### src/rtl/mux41_rr_arbiter_pkg.sv
// Shared types and constants for the 4-way round-robin arbiter that owns a mux41 select.
package mux41_arb_pkg;
    localparam int NUM_REQ = 4;
    localparam int SEL_W   = 2;

    typedef enum logic {
        IDLE,
        GRANT
    } arb_state_e;

    function automatic logic [NUM_REQ-1:0] onehot4(input logic [SEL_W-1:0] s);
        return NUM_REQ'(1) << s;
    endfunction
endpackage

### src/rtl/mux41_rr_arbiter_if.sv
// Request/grant bus between four requesters and the arbiter; slave is the arbiter side.
interface mux41_rr_arbiter_if;
    import mux41_arb_pkg::*;

    logic [NUM_REQ-1:0] req;
    logic [NUM_REQ-1:0] gnt;
    logic [SEL_W-1:0]   sel;
    logic               sel_valid;

    modport master (output req, input gnt, sel, sel_valid);
    modport slave  (input req, output gnt, sel, sel_valid);
endinterface

### src/rtl/mux41_rr_arbiter_pick.sv
// Rotated priority scan over four requests: first set bit at last+1, last+2, last+3, last.
module rr_pick4
    import mux41_arb_pkg::*;
(
    input  logic [NUM_REQ-1:0] req,
    input  logic [SEL_W-1:0]   last,
    output logic [SEL_W-1:0]   pick,
    output logic               any
);
    always_comb begin
        pick = last;
        any  = |req;
        // Walk from the farthest slot back toward last+1 so the nearest hit wins.
        for (int k = NUM_REQ; k >= 1; k--) begin
            if (req[last + SEL_W'(k)]) begin
                pick = last + SEL_W'(k);
            end
        end
    end
endmodule

### src/rtl/mux41_rr_arbiter.sv
// Round-robin arbiter sharing one 4:1 mux; break-before-make with a bounded hold time.
module mux41_rr_arbiter
    import mux41_arb_pkg::*;
#(
    parameter int HOLD_MAX = 8
)(
    input  logic              clk,
    input  logic              rst,
    mux41_rr_arbiter_if.slave bus
);
    localparam int CNT_W = $clog2(HOLD_MAX) + 1;
    localparam logic [CNT_W-1:0] CNT_LAST = CNT_W'(HOLD_MAX - 1);

    if (HOLD_MAX < 1) begin : g_bad_hold
        $error("mux41_rr_arbiter: HOLD_MAX must be >= 1");
    end

    arb_state_e       state;
    logic [CNT_W-1:0] cnt;
    logic [SEL_W-1:0] last;
    logic [SEL_W-1:0] pick;
    logic             any;
    logic             release_now;

    rr_pick4 u_pick (
        .req  (bus.req),
        .last (last),
        .pick (pick),
        .any  (any)
    );

    // sel always names the current owner while in GRANT.
    assign release_now = !bus.req[bus.sel] || (cnt == CNT_LAST);

    always_ff @(posedge clk or posedge rst) begin
        if (rst) begin
            state         <= IDLE;
            bus.gnt       <= '0;
            bus.sel       <= '0;
            bus.sel_valid <= 1'b0;
            cnt           <= '0;
            last          <= SEL_W'(NUM_REQ - 1);
        end else begin
            case (state)
                IDLE: begin
                    if (any) begin
                        state         <= GRANT;
                        bus.gnt       <= onehot4(pick);
                        bus.sel       <= pick;
                        bus.sel_valid <= 1'b1;
                        cnt           <= '0;
                    end
                end
                GRANT: begin
                    if (release_now) begin
                        // sel is left untouched so the mux select never moves with valid high.
                        state         <= IDLE;
                        bus.gnt       <= '0;
                        bus.sel_valid <= 1'b0;
                        last          <= bus.sel;
                        cnt           <= '0;
                    end else begin
                        cnt <= cnt + CNT_W'(1);
                    end
                end
                default: begin
                    state         <= IDLE;
                    bus.gnt       <= '0;
                    bus.sel_valid <= 1'b0;
                end
            endcase
        end
    end
endmodule
### src/flat_wrapper.sv
// flat-port wrapper written by rule: the top's interface ports become plain ports
module mux41_rr_arbiter_flat import mux41_arb_pkg::*;
#(
    parameter int HOLD_MAX = 8
)
  (clk, rst, bus_req, bus_gnt, bus_sel, bus_sel_valid);
  mux41_rr_arbiter_if bus_i ();
  input  logic clk;
  input  logic rst;
  input wire logic [$bits(bus_i.req)-1:0] bus_req;
  output wire logic [$bits(bus_i.gnt)-1:0] bus_gnt;
  output wire logic [$bits(bus_i.sel)-1:0] bus_sel;
  output wire logic [$bits(bus_i.sel_valid)-1:0] bus_sel_valid;
  assign bus_i.req = bus_req;
  assign bus_gnt = bus_i.gnt;
  assign bus_sel = bus_i.sel;
  assign bus_sel_valid = bus_i.sel_valid;
  mux41_rr_arbiter #(.HOLD_MAX(HOLD_MAX)) u_core (.clk(clk), .rst(rst), .bus(bus_i));
endmodule
### config.mk
export PLATFORM = sky130hd
export DESIGN_NAME = mux41_rr_arbiter_flat
export DESIGN_NICKNAME = d
export VERILOG_FILES = /design/src/rtl/mux41_rr_arbiter_pkg.sv /design/src/rtl/mux41_rr_arbiter_if.sv /design/src/rtl/mux41_rr_arbiter_pick.sv /design/src/rtl/mux41_rr_arbiter.sv /design/src/flat_wrapper.sv
export SDC_FILE = /design/constraint.sdc
export NUM_CORES = 1
export LEC_CHECK = 0
export BUFFER_PORTS_ARGS = -buffer_cell sky130_fd_sc_hd__buf_2
export CORE_MARGIN = 2
export CORE_UTILIZATION = 25
export CTS_CLUSTER_DIAMETER = 200
export CTS_CLUSTER_SIZE = 25
export DETAILED_ROUTE_END_ITERATION = 8
export MAX_ROUTING_LAYER = met4
export SLEW_MARGIN = 20
export SYNTH_ARGS = -nofsm -noshare
export SYNTH_HDL_FRONTEND = slang
export SYNTH_HIERARCHICAL = 1
export SYNTH_SLANG_ARGS = --single-unit
export TNS_END_PERCENT = 100
### constraint.sdc
create_clock -name clk -period 1.5 [get_ports clk]
set_input_delay 0.225 -clock clk [delete_from_list [all_inputs] [get_ports clk]]
set_output_delay 0.225 -clock clk [all_outputs]
set_load 0.05 [all_outputs]
# After elaboration in Yosys (flattened, before gate mapping)
# Index checks and enable logic that the tools add are counted.
classes:
  add_sub_neg: 4
  magnitude_cmp: 4
  n_eq_ne: 3
  shifts: 1
  mux: 23
  bitwise_logic: 1
  n_reduce_logical: 6
op_table:
  columns: ["operator", "count"]
  rows:
  - ["2-to-1 mux 4 bit", 4]
  - ["case mux 4 bit (2 select lines)", 2]
  - ["< comparator 2 x 3 -> 1 bit (second input constant)", 4]
  - ["binary-select mux 1 bit (select 2 bit)", 4]
  - ["2-to-1 mux 1 bit", 8]
  - ["2-to-1 mux 2 bit", 3]
  - ["AND reduction 2 bit", 3]
  - ["adder 2 bit (second input constant)", 2]
  - ["adder 4 x 1 -> 4 bit (second input constant)", 1]
  - ["== test 4 x 3 -> 1 bit (second input constant)", 1]
  - ["case mux 1 bit (2 select lines)", 2]
  - ["OR reduction 4 bit", 1]
  - ["left shift 1 x 2 -> 4 bit (first input constant)", 1]
  - ["adder 2 x 1 -> 2 bit (second input constant)", 1]
  - ["inequality test 2 x 1 -> 1 bit (second input constant)", 1]
  - ["inequality test 2 bit (second input constant)", 1]
  - ["logical NOT 1 bit", 1]
  - ["logical OR 1 bit", 1]
  - ["NOT 1 bit", 1]
word_totals:
  regBits: 14
  in_bits: 6

# Longest topological paths before layout
depth:
  depth_word: 9
  ltp_mapped: 6

# Hierarchy
# Netlist, hierarchy kept.
by_module_without_submodules:
  columns: ["mod", "n_inst", "cells_each", "area_each_um2"]
  rows:
  - ["mux41_rr_arbiter", 1, 67, 748.2]
  - ["rr_pick4", 1, 14, 82.6]

# Least setup slack after synthesis
# No wires, ideal clock.
synth_timing:
  path_kind: "register -> register"
  start: "reg u_core.bus.sel[0]"
  end: "reg u_core.state"
  setup_time_ns: 0.124
  arrival_ns: 1.680
  setup_slack_ns: -0.304
  path_stages_with_launch: 4
  path_buffers: 0
  synth_period_minus_slack_ns: 1.804
  path_cell_list: "dfrtp_1 > mux4_2 > and3_4 > or2_1"
synth_via:
  elab_chain_len: 6
synth_lines:
  columns: ["item", "line_no", "text"]
  rows:
  - ["from (decl)", "mux41_rr_arbiter_if.sv:11", "modport slave (input req, output gnt, sel, sel_valid);"]
  - ["from (signal assigned)", "mux41_rr_arbiter.sv:49", "bus.sel <= pick;"]
  - ["binary-select mux 1 bit (select 2 bit)", "mux41_rr_arbiter.sv:33", "assign release_now = !bus.req[bus.sel] || (cnt == CNT_LAST);"]
  - ["2-to-1 mux 1 bit (implied by the code)", "mux41_rr_arbiter.sv:33", null]
  - ["logical NOT 1 bit", "mux41_rr_arbiter.sv:33", null]
  - ["logical OR 1 bit", "mux41_rr_arbiter.sv:33", null]
  - ["2-to-1 mux 1 bit", "mux41_rr_arbiter.sv:55", "if (release_now) begin"]
  - ["case mux 1 bit (2 select lines)", "mux41_rr_arbiter.sv:44", "case (state)"]
  - ["to (signal assigned)", "mux41_rr_arbiter.sv:37", "state <= IDLE;"]
  - ["to (signal assigned)", "mux41_rr_arbiter.sv:47", "state <= GRANT;"]
  - ["to (signal assigned)", "mux41_rr_arbiter.sv:57", "state <= IDLE;"]
  - ["to (decl)", "mux41_rr_arbiter.sv:18", "arb_state_e state;"]
# No other way between the ends. The select of a mux whose other input is x is not followed.
# A chain may end at the register's enable or synchronous reset.

# Worst setup path after layout
layout_timing:
  start: "reg u_core.last[1]"
  end: "reg u_core.bus.gnt[1]"
layout_via:
  elab_chain_len: 9
  elab_cells_between_ends: 15
  classes_between: "3 x add/sub; 1 x shift; 11 x mux"
layout_lines:
  columns: ["item", "line_no", "text"]
  rows:
  - ["from (decl)", "mux41_rr_arbiter.sv:20", "logic [SEL_W-1:0] last;"]
  - ["from (signal assigned)", "mux41_rr_arbiter.sv:42", "last <= SEL_W'(NUM_REQ - 1);"]
  - ["from (signal assigned)", "mux41_rr_arbiter.sv:60", "last <= bus.sel;"]
  - ["adder 2 bit", "mux41_rr_arbiter_pick.sv:15", "if (req[last + SEL_W'(k)]) begin"]
  - ["binary-select mux 1 bit (select 2 bit)", "mux41_rr_arbiter_pick.sv:15", null]
  - ["2-to-1 mux 1 bit (implied by the code)", "mux41_rr_arbiter_pick.sv:15", null]
  - ["2-to-1 mux 2 bit (2 in a row)", "mux41_rr_arbiter_pick.sv:15", null]
  - ["2-to-1 mux 2 bit *", "mux41_rr_arbiter_pick.sv:15", null]
  - ["named net u_core.pick[0]", "mux41_rr_arbiter.sv:21", "logic [SEL_W-1:0] pick;"]
  - ["left shift 1 x 2 -> 4 bit *", "mux41_rr_arbiter_pkg.sv:12", "return NUM_REQ'(1) << s;"]
  - ["2-to-1 mux 4 bit *", "mux41_rr_arbiter.sv:46", "if (any) begin"]
  - ["case mux 4 bit (2 select lines) *", "mux41_rr_arbiter.sv:44", null]
  - ["to (signal assigned)", "mux41_rr_arbiter.sv:48", "bus.gnt <= onehot4(pick);"]
  - ["to (decl)", "mux41_rr_arbiter_if.sv:11", null]
# Mark *: on every way through the listed nets, which the timed path passes. The rest lies on a longest branch. The select of a mux whose other input is x is not followed.

==> metrics.txt <==
reg2reg path depth=6; Primary FF master, synth=dfrtp_1; pre-CTS setup slack=-0.1364 ns; Slowest-stage cell, CP=dfstp_2; Achievable Freq=a little over 600 MHz; clock skew=0.004506 ns; async set-reset flop share out of synthesis=100.0%; CTS tree=done; cell repeated most along the worst path=mux2i_1; Bufs on Longest Clock Path=2; critical-path maximum fanout=6; core area=approximately 3100 sq um; Area Growth Syn to Fin=32.98%; latest clock arrival within the worst-skew pair=between 0.2 and 0.3 ns; status=complete, but fails checks; CP required=around 1.7 ns; DRT Pass-1 Iters=4; Avg Synthesized Cell Area=between 10 and 15 sq um; residual DRC count=0; Die Y=~62 microns; wire length on met1=roughly 900 microns; Least-Margin Pin Slew=0.5128 ns; Yosys reg bits=14; final WL=between 1500 and 2000 microns; kind of end point of the critical path=register; Initial Util=a little over a quarter; clock root buffer=clkbuf_4; largest net degree at the start of global routing=15; min Tclk post-route=approximately 1.6 ns; DR iter-0 viols=13; slew margin rel.=about two thirds; met3 routed WL=54 microns; Final Cell Area=roughly 1100 sq um; Synth top area share=between 30% and 40%; setup TNS=-0.3106 ns; crit-path max cell delay=approximately 0.58 ns; Layout Nets=between 100 and 150; residual overflow from global routing=0; clock sink count=14; Pwr Density=around 2100 nW/um^2; Port Buffer Count=12; # H-tree levels=1; Post-DRT Antenna Nets=0; DR top layer=met4; Mapped Cells=81; TritonCTS Buffers=3; max-cap violations=0; Synth area leaders=dfrtp_1, mux2_2, dfstp_2; crit share post-route=107.4%; Max VDD drop=about 0.97 mV; die area=around 3800 sq um; Worst Hold Class=in2reg; Final Max Tran Viols=0; Mapped Nets=88; Critical Path, Cell by Cell=mux2i_1 -> nor2_1 -> a221o_1 -> nor2b_1 -> mux2i_1 -> o2bb2ai_1; Post-DP Area=1026 sq um; antenna cells=0; RSZ-0062 raised after global routing=yes; layout cells sized above 1=around 40%; Mapped Area=approximately 830 sq um; Site Rows=20; failing checks=negative setup slack; DR vias/cell=about 4.6; vias in the first global route=between 600 and 700; Yosys top cell by area=dfrtp_1; gr usage total=around 11%; FILL cells=between 300 and 400; worst hold slack=about 0.48 ns; critical path class=reg2reg; sequential element share of the synthesized area=approximately 42%; total power=between 2 and 2.5 mW; count leader, synth=dfrtp_1; Startpoint Class=register; worst hold stages=4; Worst Path Arrival=~1.8 ns; GPL Wtd Cong=0.8424; Pleak=roughly 0.53 nW; Post-synth top cells=dfrtp_1, inv_1, mux2_2, nand2_1; Setup WS post-layout=-0.1109 ns; met2 WL=slightly below 900 microns; first-pass GRT wire length=3001 microns; dpl hpwl=approximately 1400 microns; CTS clk-pin slew, worst paths=0.08 ns; Yosys cell types=34; IO Count=13; die width=61.65 microns; Finish-stage setup viols=5; initial antenna violation count=0; vias=716; routed length per placed instance=around 12 microns; Warnings, synthesis=6; Final Hold Fails=0; number of synthesized flops with an enable pin=0
-- cells in the final DEF, fill, tap and decap left out, types with 2 or more instances in the layout --
master     Yosys  routed
o2bb2ai_1      3       3
mux2_2         6       6
clkbuf_4       0       3
dfstp_2        2       2
buf_2          0      12
a31oi_1        2       2
buf_4          0      14
mux2i_1        3       3
inv_1          6       6
nor2_1         5       5
nor2b_1        5       5
a21oi_1        3       2
nand4b_1       2       2
nand2b_1       2       2
nand2_1        6       6
a22o_1         3       3
dfrtp_1       12      11
o22ai_1        2       2
-- metal layers --
| metal | global-route usage (%) | vias to the layer above |
|---|---|---|
| met5 | - | - |
| met2 | 17.74 | 10 |
| met3 | 3.782 | 2 |
| li1 | - | 359 |
| met1 | 13.88 | 345 |
| met4 | 2.736 | 0 |
-- repair_timing --
item | CTS | global route
setup endpoints to repair | 5 | 8
hold endpoints to repair | 12 | 0
setup buffers | 1 | 2
gates resized for setup | 1 | 1
hold buffers | 1 | 0
pin swaps | 6 | 3
-- metrics by stage --
stage,util [%],cells
after detailed placement,33.06,147
after floorplan,-,81
after global routing,35.60,155
after CTS,34.92,153
final,35.60,155
after global placement,33.06,147
-- sequential cells by signal, indices dropped and copies added (netlist names) --
register / flops
u_core/bus.sel: 2
u_core/cnt: 4
u_core/bus.gnt: 4
u_core/bus.sel_valid: 1
u_core/state: 1
u_core/last: 2
-- area by class of cell --
type | instances | area (sq um) | area share, %
Clock buffer | 4 | 36.28 | 3.284
Timing Repair Buffer | 27 | 175.2 | 15.86
Tap cell | 44 | 55.05 | 4.983
Multi-Input combinational cell | 60 | 461.7 | 41.79
Sequential cell | 14 | 354.1 | 32.05
Inverter | 6 | 22.52 | 2.039
-- report_power, final --
group | switching (mW) | internal [mW] | total, mW | leakage, nW
Clock | 0.121 | 0.148 | 0.269 | 0.0210
Sequential | 0.176 | 0.557 | 0.734 | 0.174
Combinational | 0.752 | 0.551 | 1.30 | 0.338
-- path summary, 6_finish.rpt --
check / from / slack [ns] / endpoint
hold reg to reg: u_core/bus.gnt[0] / 0.52 / u_core/bus.gnt[0]
hold / removal: bus_req[1] / 0.48 / u_core/bus.sel_valid
setup / recovery: u_core/last[1] / -0.11 / u_core/bus.gnt[1]
min in group asynchronous: rst / 0.51 / u_core/state
setup reg to reg: u_core/last[1] / -0.11 / u_core/bus.gnt[1]
max in group asynchronous: rst / 0.62 / u_core/bus.sel[0]
-- critical path: cells and delay by family (launching register included) --
family	cells	cell delay [ns]
compound gates	2	0.39
mux	2	0.33
flops	1	0.58
simple gates	2	0.21
-- logic make-up (layout without fill, tap and decap cells) --
group	Yosys count	in the layout	share of synthesized area (%)
XOR/XNOR	1	1	1.054
adder cells (fa/ha/maj)	1	1	1.506
AO/OA/AOI/OAI	20	20	18.38
flip-flops	14	14	42.47
multiplexers	10	10	14.46
buffers and inverters	7	37	3.162
AND/OR/NAND/NOR	28	28	18.98
(Power assumes the default switching activity.)
